`config.mk`:
```
export PLATFORM = sky130hd
export DESIGN_NAME = if_stage
export DESIGN_NICKNAME = d
export VERILOG_FILES = /design/src/rtl/if_stage.sv
export SDC_FILE = /design/constraint.sdc
export NUM_CORES = 1
export LEC_CHECK = 0
export BUFFER_PORTS_ARGS = -buffer_cell sky130_fd_sc_hd__buf_2
export CORE_UTILIZATION = 45
export CTS_CLUSTER_SIZE = 8
export DETAILED_ROUTE_END_ITERATION = 8
export GPL_TIMING_DRIVEN = 0
export PLACE_DENSITY = 0.75
export SYNTH_ARGS = -nofsm -noshare
export SYNTH_HDL_FRONTEND = slang
export SYNTH_SLANG_ARGS = --single-unit
```
`constraint.sdc`:
```
create_clock -name clk -period 7.5 [get_ports clk]
set_input_delay 0.375 -clock clk [delete_from_list [all_inputs] [get_ports clk]]
set_output_delay 0.375 -clock clk [all_outputs]
set_load 0.005 [all_outputs]
```
`src/rtl/if_stage.sv`:
```
// Instruction-fetch stage: PC, one-outstanding req/ack fetch, one-entry skid
// buffer for downstream stalls, and branch redirect that discards stale fetches.
module if_stage #(
  parameter int                ADDR_W   = 32,
  parameter int                INST_W   = 32,
  parameter logic [ADDR_W-1:0] RESET_PC = '0
) (
  input  logic              clk,
  input  logic              rst,
  input  logic              stall,
  input  logic              branchFlag,
  input  logic [ADDR_W-1:0] branchTarget,
  output logic              memReq,
  output logic [ADDR_W-1:0] memAddr,
  input  logic              memAck,
  input  logic [INST_W-1:0] memData,
  output logic [ADDR_W-1:0] ifPC,
  output logic [INST_W-1:0] ifInst,
  output logic              ifValid,
  output logic [1:0]        dbgState
);

  // Handshakes: memReq rises only in FETCH/DROP, memAddr is stable while memReq=1,
  // and a transfer happens on any rising edge where memReq && memAck.
  // The output register is consumed on any rising edge where ifValid && !stall.

  typedef enum logic [1:0] {IDLE = 2'd0, FETCH = 2'd1, HOLD = 2'd2, DROP = 2'd3} state_t;

  state_t            state, stateNext;
  logic [ADDR_W-1:0] pc, pcNext;
  logic [ADDR_W-1:0] dropAddr, dropAddrNext;
  logic [ADDR_W-1:0] skPC, skPCNext, ifPCNext;
  logic [INST_W-1:0] skInst, skInstNext, ifInstNext;
  logic              skValid, skValidNext, ifValidNext;
  logic              consume;
  logic [ADDR_W-1:0] target;

  assign consume  = ifValid && !stall;
  assign target   = branchTarget & ~ADDR_W'(3);
  assign memReq   = (state == FETCH) || (state == DROP);
  assign memAddr  = (state == DROP) ? dropAddr : pc;
  assign dbgState = state;

  always_ff @(posedge clk or posedge rst) begin
    if (rst) state <= IDLE;
    else     state <= stateNext;
  end

  always_comb begin
    stateNext    = state;
    pcNext       = pc;
    dropAddrNext = dropAddr;
    ifValidNext  = ifValid;
    ifPCNext     = ifPC;
    ifInstNext   = ifInst;
    skValidNext  = skValid;
    skPCNext     = skPC;
    skInstNext   = skInst;

    // A consumed instruction leaves the output empty unless refilled below.
    if (consume) begin
      ifValidNext = 1'b0;
      ifPCNext    = '0;
      ifInstNext  = '0;
    end

    if (branchFlag) begin
      pcNext      = target;
      ifValidNext = 1'b0;
      ifPCNext    = '0;
      ifInstNext  = '0;
      skValidNext = 1'b0;
      case (state)
        FETCH: begin
          if (memAck) begin
            stateNext = FETCH;
          end else begin
            // Request cannot be withdrawn; remember its address until the ack.
            stateNext    = DROP;
            dropAddrNext = pc;
          end
        end
        DROP:    stateNext = memAck ? FETCH : DROP;
        default: stateNext = FETCH;
      endcase
    end else begin
      case (state)
        IDLE: stateNext = FETCH;
        FETCH: begin
          if (memAck) begin
            pcNext = pc + ADDR_W'(4);
            if (!ifValid || consume) begin
              ifValidNext = 1'b1;
              ifPCNext    = pc;
              ifInstNext  = memData;
            end else begin
              skValidNext = 1'b1;
              skPCNext    = pc;
              skInstNext  = memData;
              stateNext   = HOLD;
            end
          end
        end
        HOLD: begin
          if (consume) begin
            ifValidNext = skValid;
            ifPCNext    = skPC;
            ifInstNext  = skInst;
            skValidNext = 1'b0;
            stateNext   = FETCH;
          end
        end
        DROP: begin
          if (memAck) stateNext = FETCH;
        end
        default: stateNext = IDLE;
      endcase
    end
  end

  always_ff @(posedge clk or posedge rst) begin
    if (rst) begin
      pc       <= RESET_PC;
      dropAddr <= RESET_PC;
      ifValid  <= 1'b0;
      ifPC     <= '0;
      ifInst   <= '0;
      skValid  <= 1'b0;
      skPC     <= '0;
      skInst   <= '0;
    end else begin
      pc       <= pcNext;
      dropAddr <= dropAddrNext;
      ifValid  <= ifValidNext;
      ifPC     <= ifPCNext;
      ifInst   <= ifInstNext;
      skValid  <= skValidNext;
      skPC     <= skPCNext;
      skInst   <= skInstNext;
    end
  end

endmodule

```
[Yosys cells after proc, flatten, opt, wreduce, memory -nomap -nowiden]
Index checks and enable logic that the tools add are counted.
Storage, ports and cells
  flip-flop bits (word level): 196
  bits of input ports: 69
  output and inout bits: 100
  logic and storage cells: 70
Operators by class
  $add $sub $neg: 1
  equality and inequality tests: 7
  muxes and demuxes: 35
  bitwise logic cells: 3
  reduce and logical (&&, ||, !) cells: 15
Operators with widths (number)
  32-bit two-way mux: 14
  32-bit one-hot mux with 2 select lines: 2
  32-bit by 3-bit adder with 32-bit output, second input constant: 1
  2-bit two-way mux: 7
  3-bit != test, second input constant: 4
  4-bit AND reduction: 3
  1-bit two-way mux: 9
  2-bit one-hot mux with 4 select lines: 1
  2-bit equality test, second input constant: 2
  1-bit one-hot mux with 2 select lines: 2
  2-bit nonzero test: 2
  1-bit inverter: 3
  3-bit AND reduction: 1
  3-bit nonzero test: 1
  2-bit by 1-bit equality test with 1-bit output, second input constant: 1
  1-bit zero test: 2
  2-bit zero test: 1
  1-bit logical OR: 2
  2-bit AND reduction: 1
  2-bit OR reduction: 1
  1-bit logical AND: 1

[Logic depth before layout (Yosys ltp)]
Gate-level depths: netlist of run 1.
  depth after elaboration: 7
  gate-level depth with buffers: 9
  mapped depth without buffers: 6

[Worst setup path after synthesis of run 1]
Ideal clock, no wire load.
  path kind: reg2reg
  start: reg state[1] (netlist: dbgState[1])
  end: reg pc[20]
  library setup time: 0.082 ns
  data arrival time: 2.103 ns
  required time: 7.418 ns
  slack: 5.315 ns
  stages on the path, launching flop included: 8
  path buffers: 1
  clock period less this slack: 2.185 ns
  cells stage by stage: dfrtp_1 -> inv_1 -> ha_1 -> clkbuf_1 -> and4_1 -> nand2_1 -> or4_2 -> a31oi_1
Between the ends
  longest elaborated chain between the ends: 3
RTL lines
  from (decl): RTL line 29  | state_t state, stateNext;
  from (signal assigned): RTL line 46  | else state <= stateNext;
  2-bit by 1-bit equality test with 1-bit output: RTL line 87  | case (state)
  2-bit nonzero test (no source line)
  2-bit AND reduction (no source line)
  to (signal assigned): RTL line 132  | pc <= pcNext;
  to (decl): RTL line 30  | logic [ADDR_W-1:0] pc, pcNext;
Every way passes these cells.
A chain may end at the register's enable or synchronous reset.

[Final worst setup path of run 1]
  start: reg state[1] (netlist: dbgState[1])
  end: reg skPC[19]
Between the ends
  longest elaborated chain between the ends: 2
RTL lines
  2-bit by 1-bit equality test with 1-bit output: RTL line 87
  4-bit AND reduction (no source line)
  to (signal assigned): RTL line 138  | skPC <= skPCNext;
  to (decl): RTL line 32  | logic [ADDR_W-1:0] skPC, skPCNext, ifPCNext;
Every way passes these cells.

==> results.sh, run 1 <==
export IMPL_grt_overflow_total=0
export IMPL_finalNetCount=1116
export IMPL_synth_top_family_by_area="compound AO/OA/AOI/OAI gates"
export IMPL_clockBufferDepth=2
export IMPL_die_h_um=147
export IMPL_status="completed"
export IMPL_cp_max_fo=10
export IMPL_critPathKind="flip-flop to flip-flop"
export IMPL_drc=0
export IMPL_via_per_inst=5.78
export IMPL_finalWorstSetupSlack_ns=4.50
export IMPL_io_buffers=163
export IMPL_synthArstFlopShare=1.00
export IMPL_worstPathCellList="inv_1 > ha_1 > clkbuf_1 > nand2_1 > nor3_1 > buf_2 > mux2_2"
export IMPL_worstHoldStart="branchTarget[2]"
export IMPL_ys_warn_count=0
export IMPL_routedWlPerCell_um=19.4
export IMPL_layout_area_overhead_vs_synth_pct=19.0
export IMPL_cp_slowest_cell="nor3_1"
export IMPL_r2r_slack_ns=4.50
export IMPL_root_buffer="clkbuf_16"
export IMPL_cp_required_ns=7.83
export IMPL_min_path_type="input port to flip-flop"
export IMPL_numCtsBuffers=17
export IMPL_netlist_area_um2=9420
export IMPL_ios=169
export IMPL_slowest_delay_ns=0.85
export IMPL_initial_utilization=0.463
export IMPL_ys_ff_latch=190
export IMPL_rsz0062_at_grt="false"
export IMPL_irDropWorstVdd_v=0.000211
export IMPL_critPathLaunchType="flip-flop"
export IMPL_hold_end="pc[2]"
export IMPL_post_synth_num_cell_types=49
export IMPL_via_count=7670
export IMPL_endpoint_kind="flip-flop"
export IMPL_final_cells=1327
export IMPL_fin_area_um2=11200
export IMPL_setup_violations=0
export IMPL_hold_viol_final=0
export IMPL_grt_usage=0.244
export IMPL_synth_edf_count=0
export IMPL_placed_area_um2=10600
export IMPL_grt_max_degree=129
export IMPL_synthFlopType="dfrtp_1"
export IMPL_layout_commonest_cell="dfrtp_1"
export IMPL_synth_mux_area_fraction=0.141
export IMPL_place_gp_congestion=0.882
export IMPL_antenna_found_initial=2
export IMPL_drv_cap=0
export IMPL_clk_pin_slew_worst_paths_ns=0.07
export IMPL_cts_sinks=190
export IMPL_grt_pass1_vias=7557
export IMPL_synth_xor_area_frac=0.0112
export IMPL_ys_seq_area_frac=0.505
export IMPL_h_tree_depth=4
export IMPL_slew_limit_headroom=0.269
export IMPL_die_width_um=147
export IMPL_ant_nets=0
export IMPL_postSynthAreaPerCell_um2=11.0
export IMPL_fmax_mhz=333
export IMPL_rows=52
export IMPL_final_util=0.551
export IMPL_holdPathStages=3
export IMPL_cts_tree="done"
export IMPL_rr_startpoint="dbgState[1]"
export IMPL_syn_inst=858
export IMPL_first_pass_iters=5
export IMPL_place_ws_ns=4.43
export IMPL_yosys_area_share_adder=0.00531
export IMPL_mostFrequentLayoutCells="dfrtp_1, buf_2, mux2_2"
export IMPL_drv_slew=0
export IMPL_fin_skew_ns=0.0126
export IMPL_layout_drive_gt1_share=0.326
export IMPL_worstRegToRegCells=7
export IMPL_drt_iter0_markers=583
export IMPL_synthSimpleGateAreaFrac=0.0925
export IMPL_grt_pass1_wl_mm=40.7
export IMPL_numPlacedInstances=1293
export IMPL_synth_compound_area_share=0.168
export IMPL_dp_hpwl_mm=17.6
export IMPL_tightest_slew_ns=1.09
export IMPL_finalCriticalPeriod_ns=3.00
export IMPL_wirelength_mm=25.7
export IMPL_clk_latency_ns=0.45
export IMPL_worstPathArrival_ns=3.33
export IMPL_period_share=0.400
export IMPL_die_area_um2=21500
export IMPL_reg2reg_to="skPC[19]"
export IMPL_core_um2=20400
export IMPL_leakagePower_nw=4.97
export IMPL_power_density_nw_per_um2=344
==> Yosys cell counts, drive strengths merged (2+ instances only) <==
master	n	area [um^2]
o32a	62	621
nor2	81	304
nand2b	2	12.5
o211ai	3	22.5
o31ai	11	82.6
nand3	14	70.1
a32oi	62	543
nand4	16	106
or4	13	100
mux2i	2	20.0
clkbuf	66	272
nor4b	2	17.5
a31oi	13	81.3
and4	5	43.8
inv	72	270
xor2	9	78.8
o21ai	21	105
a21oi	2	10.0
mux2	116	1310
nor2b	2	12.5
and2	3	18.8
o311ai	2	17.5
a2bb2oi	2	17.5
and3b	2	17.5
and3	3	18.8
nand2	34	128
ha	4	50.1
dfrtp	190	4750
xnor2	3	26.3
buf	27	180
nor3	3	15.0
==> critical path: cells and delay by family, from the launching register on <==
family / cells / cell delay (ns)
AND/OR/NAND/NOR: 2 / 0.98
buffers and inverters: 3 / 0.89
flip-flops: 1 / 0.46
multiplexers: 1 / 0.38
adder cells (fa/ha/maj): 1 / 0.18
==> cell families (layout without fill, tap and decap cells) <==
family	Yosys count	after routing
simple gates	181	181
mux	118	118
buf+inv	165	362
fa+ha+maj	4	4
xor+xnor	12	12
compound gates	187	187
flops	190	190
other cells	1	3
==> worst max-delay path by stage <==
stage | startpoint | to | slack, ns | cells past startpoint
floorplan | rst | dbgState[0] | 1.95 | 1
global placement | rst | dropAddr[26] | -0.32 | 2
detailed placement | dbgState[1] | skPC[28] | 4.43 | 7
CTS | dbgState[1] | skPC[19] | 4.40 | 7
global route | dbgState[1] | skPC[19] | 4.33 | 7
finish | dbgState[1] | skPC[19] | 4.50 | 7
==> metal layers <==
layer,up-vias,part of all wire,track usage,routed length [um]
met5,-,0.00047,0,12
met4,2,0.023,0.0891,586
met3,40,0.080,0.0703,2070
met2,291,0.48,0.389,12200
met1,3810,0.42,0.317,10800
li1,3527,-,-,-
==> layout make-up <==
type	count	area, um^2
antenna	1	2.50
buffer	93	452
clock buffer	22	484
clock inverter	10	104
fill	1751	9150
inverter	72	278
multi-input combinational	504	3950
sequential	190	4750
tap	270	338
timing repair buffer	165	853
==> report_power, final <==
group	total (mW)	leakage [nW]	internal, mW	switching, mW
Sequential	1.51	2.46	1.33	0.181
Combinational	1.43	2.23	0.651	0.777
Clock	0.912	0.281	0.498	0.414
==> stage by stage <==
stage               hold WS, ns  total power [mW]  setup TNS, ns
global route              0.151              4.07              0
detailed placement        0.441              2.94              0
CTS                       0.132              3.86              0
floorplan                 0.450              2.45              0
global placement          0.461              2.90         -58.59
finish                    0.138              3.85              0
==> state kept, by name, summed over array words and instances (netlist names) <==
signal,count
skInst,32
dbgState,2
ifInst,32
pc,30
skPC,30
skValid,1
ifValid,1
dropAddr,30
ifPC,32
==> what timing repair did <==
action / 4_1_cts / 5_1_grt
hold buffers: 1 / 0
resized for setup: 0 / 0
setup buffers: 0 / 0
hold endpoints to repair: 62 / 0
setup endpoints to repair: 0 / 0
Power figures use the tool's default switching activity.
==> inputs of run 2 (changes only) <==
- PLACE_DENSITY: 0.75 -> 0.77
- clock period: 7.5 -> 2.7 ns (I/O delays scaled with it)
==> results.sh, run 2 (synthesized netlist as in run 1, its figures left out) <==
export IMPL_status="completed"
export IMPL_layout_drive_gt1_share=0.316
export IMPL_irDropWorstVdd_v=0.000529
export IMPL_endpoint_kind="primary output"
export IMPL_clk_latency_ns=0.44
export IMPL_critPathKind="flip-flop to primary output"
export IMPL_crit_family="buffers and inverters"
export IMPL_via_count=8002
export IMPL_cts_sinks=190
export IMPL_p_int_mw=6.86
export IMPL_power_density_nw_per_um2=910
export IMPL_layout_area_overhead_vs_synth_pct=26.8
export IMPL_path_depth=5
export IMPL_dp_hpwl_mm=18.1
export IMPL_cp_num_buf_inv=3
export IMPL_cts_tree="done"
export IMPL_clk_pin_slew_worst_paths_ns=0.08
export IMPL_setup_violations=0
export IMPL_critPathLaunchType="flip-flop"
export IMPL_cts_setup_buffers=0
export IMPL_cp_required_ns=2.57
export IMPL_ios=169
export IMPL_fin_setup_tns_ns=0
export IMPL_fin_area_um2=11900
export IMPL_core_um2=20400
export IMPL_die_area_um2=21500
export IMPL_worstPathCellList="ha_1 > clkbuf_1 > clkbuf_1 > mux2_2 > buf_2"
export IMPL_final_cells=1392
export IMPL_hold_viol_final=0
export IMPL_mostFrequentLayoutCells="dfrtp_1, buf_2, mux2_2"
export IMPL_clockBufferDepth=2
export IMPL_h_tree_depth=4
export IMPL_slowest_delay_ns=0.46
export IMPL_rsz0062_at_grt="false"
export IMPL_reg_top3="ifInst (32), ifPC (32), skInst (32)"
export IMPL_numPlacedInstances=1297
export IMPL_worstPathArrival_ns=2.41
export IMPL_grt_pass1_vias=8106
export IMPL_drv_cap=0
export IMPL_rows=52
export IMPL_fin_skew_ns=0.0116
export IMPL_swShare=0.369
export IMPL_slew_limit_headroom=0.503
export IMPL_io_buffers=163
export IMPL_die_width_um=147
export IMPL_leakagePower_nw=5.30
export IMPL_first_pass_iters=5
export IMPL_tightest_slew_ns=0.746
export IMPL_clock_power_share=0.237
export IMPL_initial_utilization=0.463
export IMPL_min_path_type="input port to flip-flop"
export IMPL_worstRegToRegCells=9
export IMPL_fmax_mhz=394
export IMPL_cp_common_cell="clkbuf_1"
export IMPL_grt_max_degree=43
export IMPL_ant_nets=0
export IMPL_grt_pass1_wl_mm=42.8
export IMPL_placed_area_um2=10700
export IMPL_worst_hold_slack_ns=0.0346
export IMPL_p_sw_mw=4.01
export IMPL_finalCriticalPeriod_ns=2.54
export IMPL_period_share=0.941
export IMPL_root_buffer="clkbuf_16"
export IMPL_die_h_um=147
export IMPL_routedWlPerCell_um=19.1
export IMPL_grt_overflow_total=0
export IMPL_drc=0
export IMPL_p_seq_frac=0.387
export IMPL_wirelength_mm=26.5
export IMPL_numCtsBuffers=17
export IMPL_antenna_found_initial=1
export IMPL_power_total_mw=10.9
export IMPL_layout_commonest_cell="dfrtp_1"
export IMPL_place_gp_congestion=0.875
export IMPL_drt_iter0_markers=601
export IMPL_cp_slowest_cell="dfrtp_1"
export IMPL_via_per_inst=5.75
export IMPL_grt_usage=0.254
export IMPL_holdPathStages=3
export IMPL_cp_max_fo=10
export IMPL_drv_slew=0
export IMPL_combPwrFrac=0.376
export IMPL_finalNetCount=1181
[run 2: cell count changes in the layout (fill, tap and decap cells not counted), moves of 2 or more]
cell and delta:
clkbuf_8 -4, buf_12 +4, clkbuf_1 -4, clkinv_8 +5, inv_8 +4, dlygate4sd3_1 +61, clkinvlp_4 -2, clkbuf_2 +4
[run 2: metal layers]
layer / part of all wire / track usage
met1: 0.41 / 0.328
met2: 0.49 / 0.421
met3: 0.083 / 0.0659
met4: 0.014 / 0.0729
met5: 0 / 0
[run 2: what timing repair did]
item | CTS | global route
pin swaps | 0 | 0
setup endpoints to repair | 70 | 118
gates resized for setup | 2 | 7
hold endpoints to repair | 82 | 0
gates cloned | 0 | 0
hold buffers | 62 | 0
[run 2: path summary, 6_finish.rpt]
path / start / end / slack, ns
worst min-delay path: branchTarget[30] / pc[30] / 0.03
worst max-delay path: dbgState[1] / memAddr[30] / 0.16
max in group asynchronous: rst / dropAddr[31] / 1.49
min in group asynchronous: rst / ifInst[7] / 0.30
worst min register to register: dropAddr[24] / dropAddr[24] / 0.49
worst max register to register: dbgState[1] / ifPC[23] / 0.18
[run 2: worst reg2reg max path: cells and delay by family (launching register included)]
kind	cells	cell delay [ns]
AO/OA/AOI/OAI	2	0.41
adder cells (fa/ha/maj)	1	0.17
buffers and inverters	4	1.18
flip-flops	1	0.46
AND/OR/NAND/NOR	2	0.21
[run 2: power by group through the flow]
stage / Clock (mW) / Sequential [mW] / Combinational (mW)
6_report: 2.58 / 4.20 / 4.09
2_1_floorplan: 0 / 4.13 / 2.68
5_1_grt: 2.73 / 4.31 / 4.45
4_1_cts: 2.62 / 4.19 / 4.04
3_3_place_gp: 0 / 4.19 / 3.84
3_5_place_dp: 0 / 4.24 / 3.94
[run 2: stage by stage]
| stage | worst slack (ns) | utilization |
|---|---|---|
| after CTS | 0.00759 | 0.586 |
| after floorplan | 0.117 | - |
| after global placement | -1.09 | 0.520 |
| final | 0.159 | 0.587 |
| after detailed placement | -0.278 | 0.525 |
| after global routing | 0.0254 | 0.587 |
[run 2: cell type report]
class,instances,area (um^2)
Inverter,72,274
Timing Repair Buffer,230,1540
Clock buffer,17,425
Fill cell,1674,8420
Clock inverter,15,184
Multi-Input combinational cell,504,3970
Sequential cell,190,4750
Buffer,93,457
Antenna cell,1,2.50
Tap cell,270,338
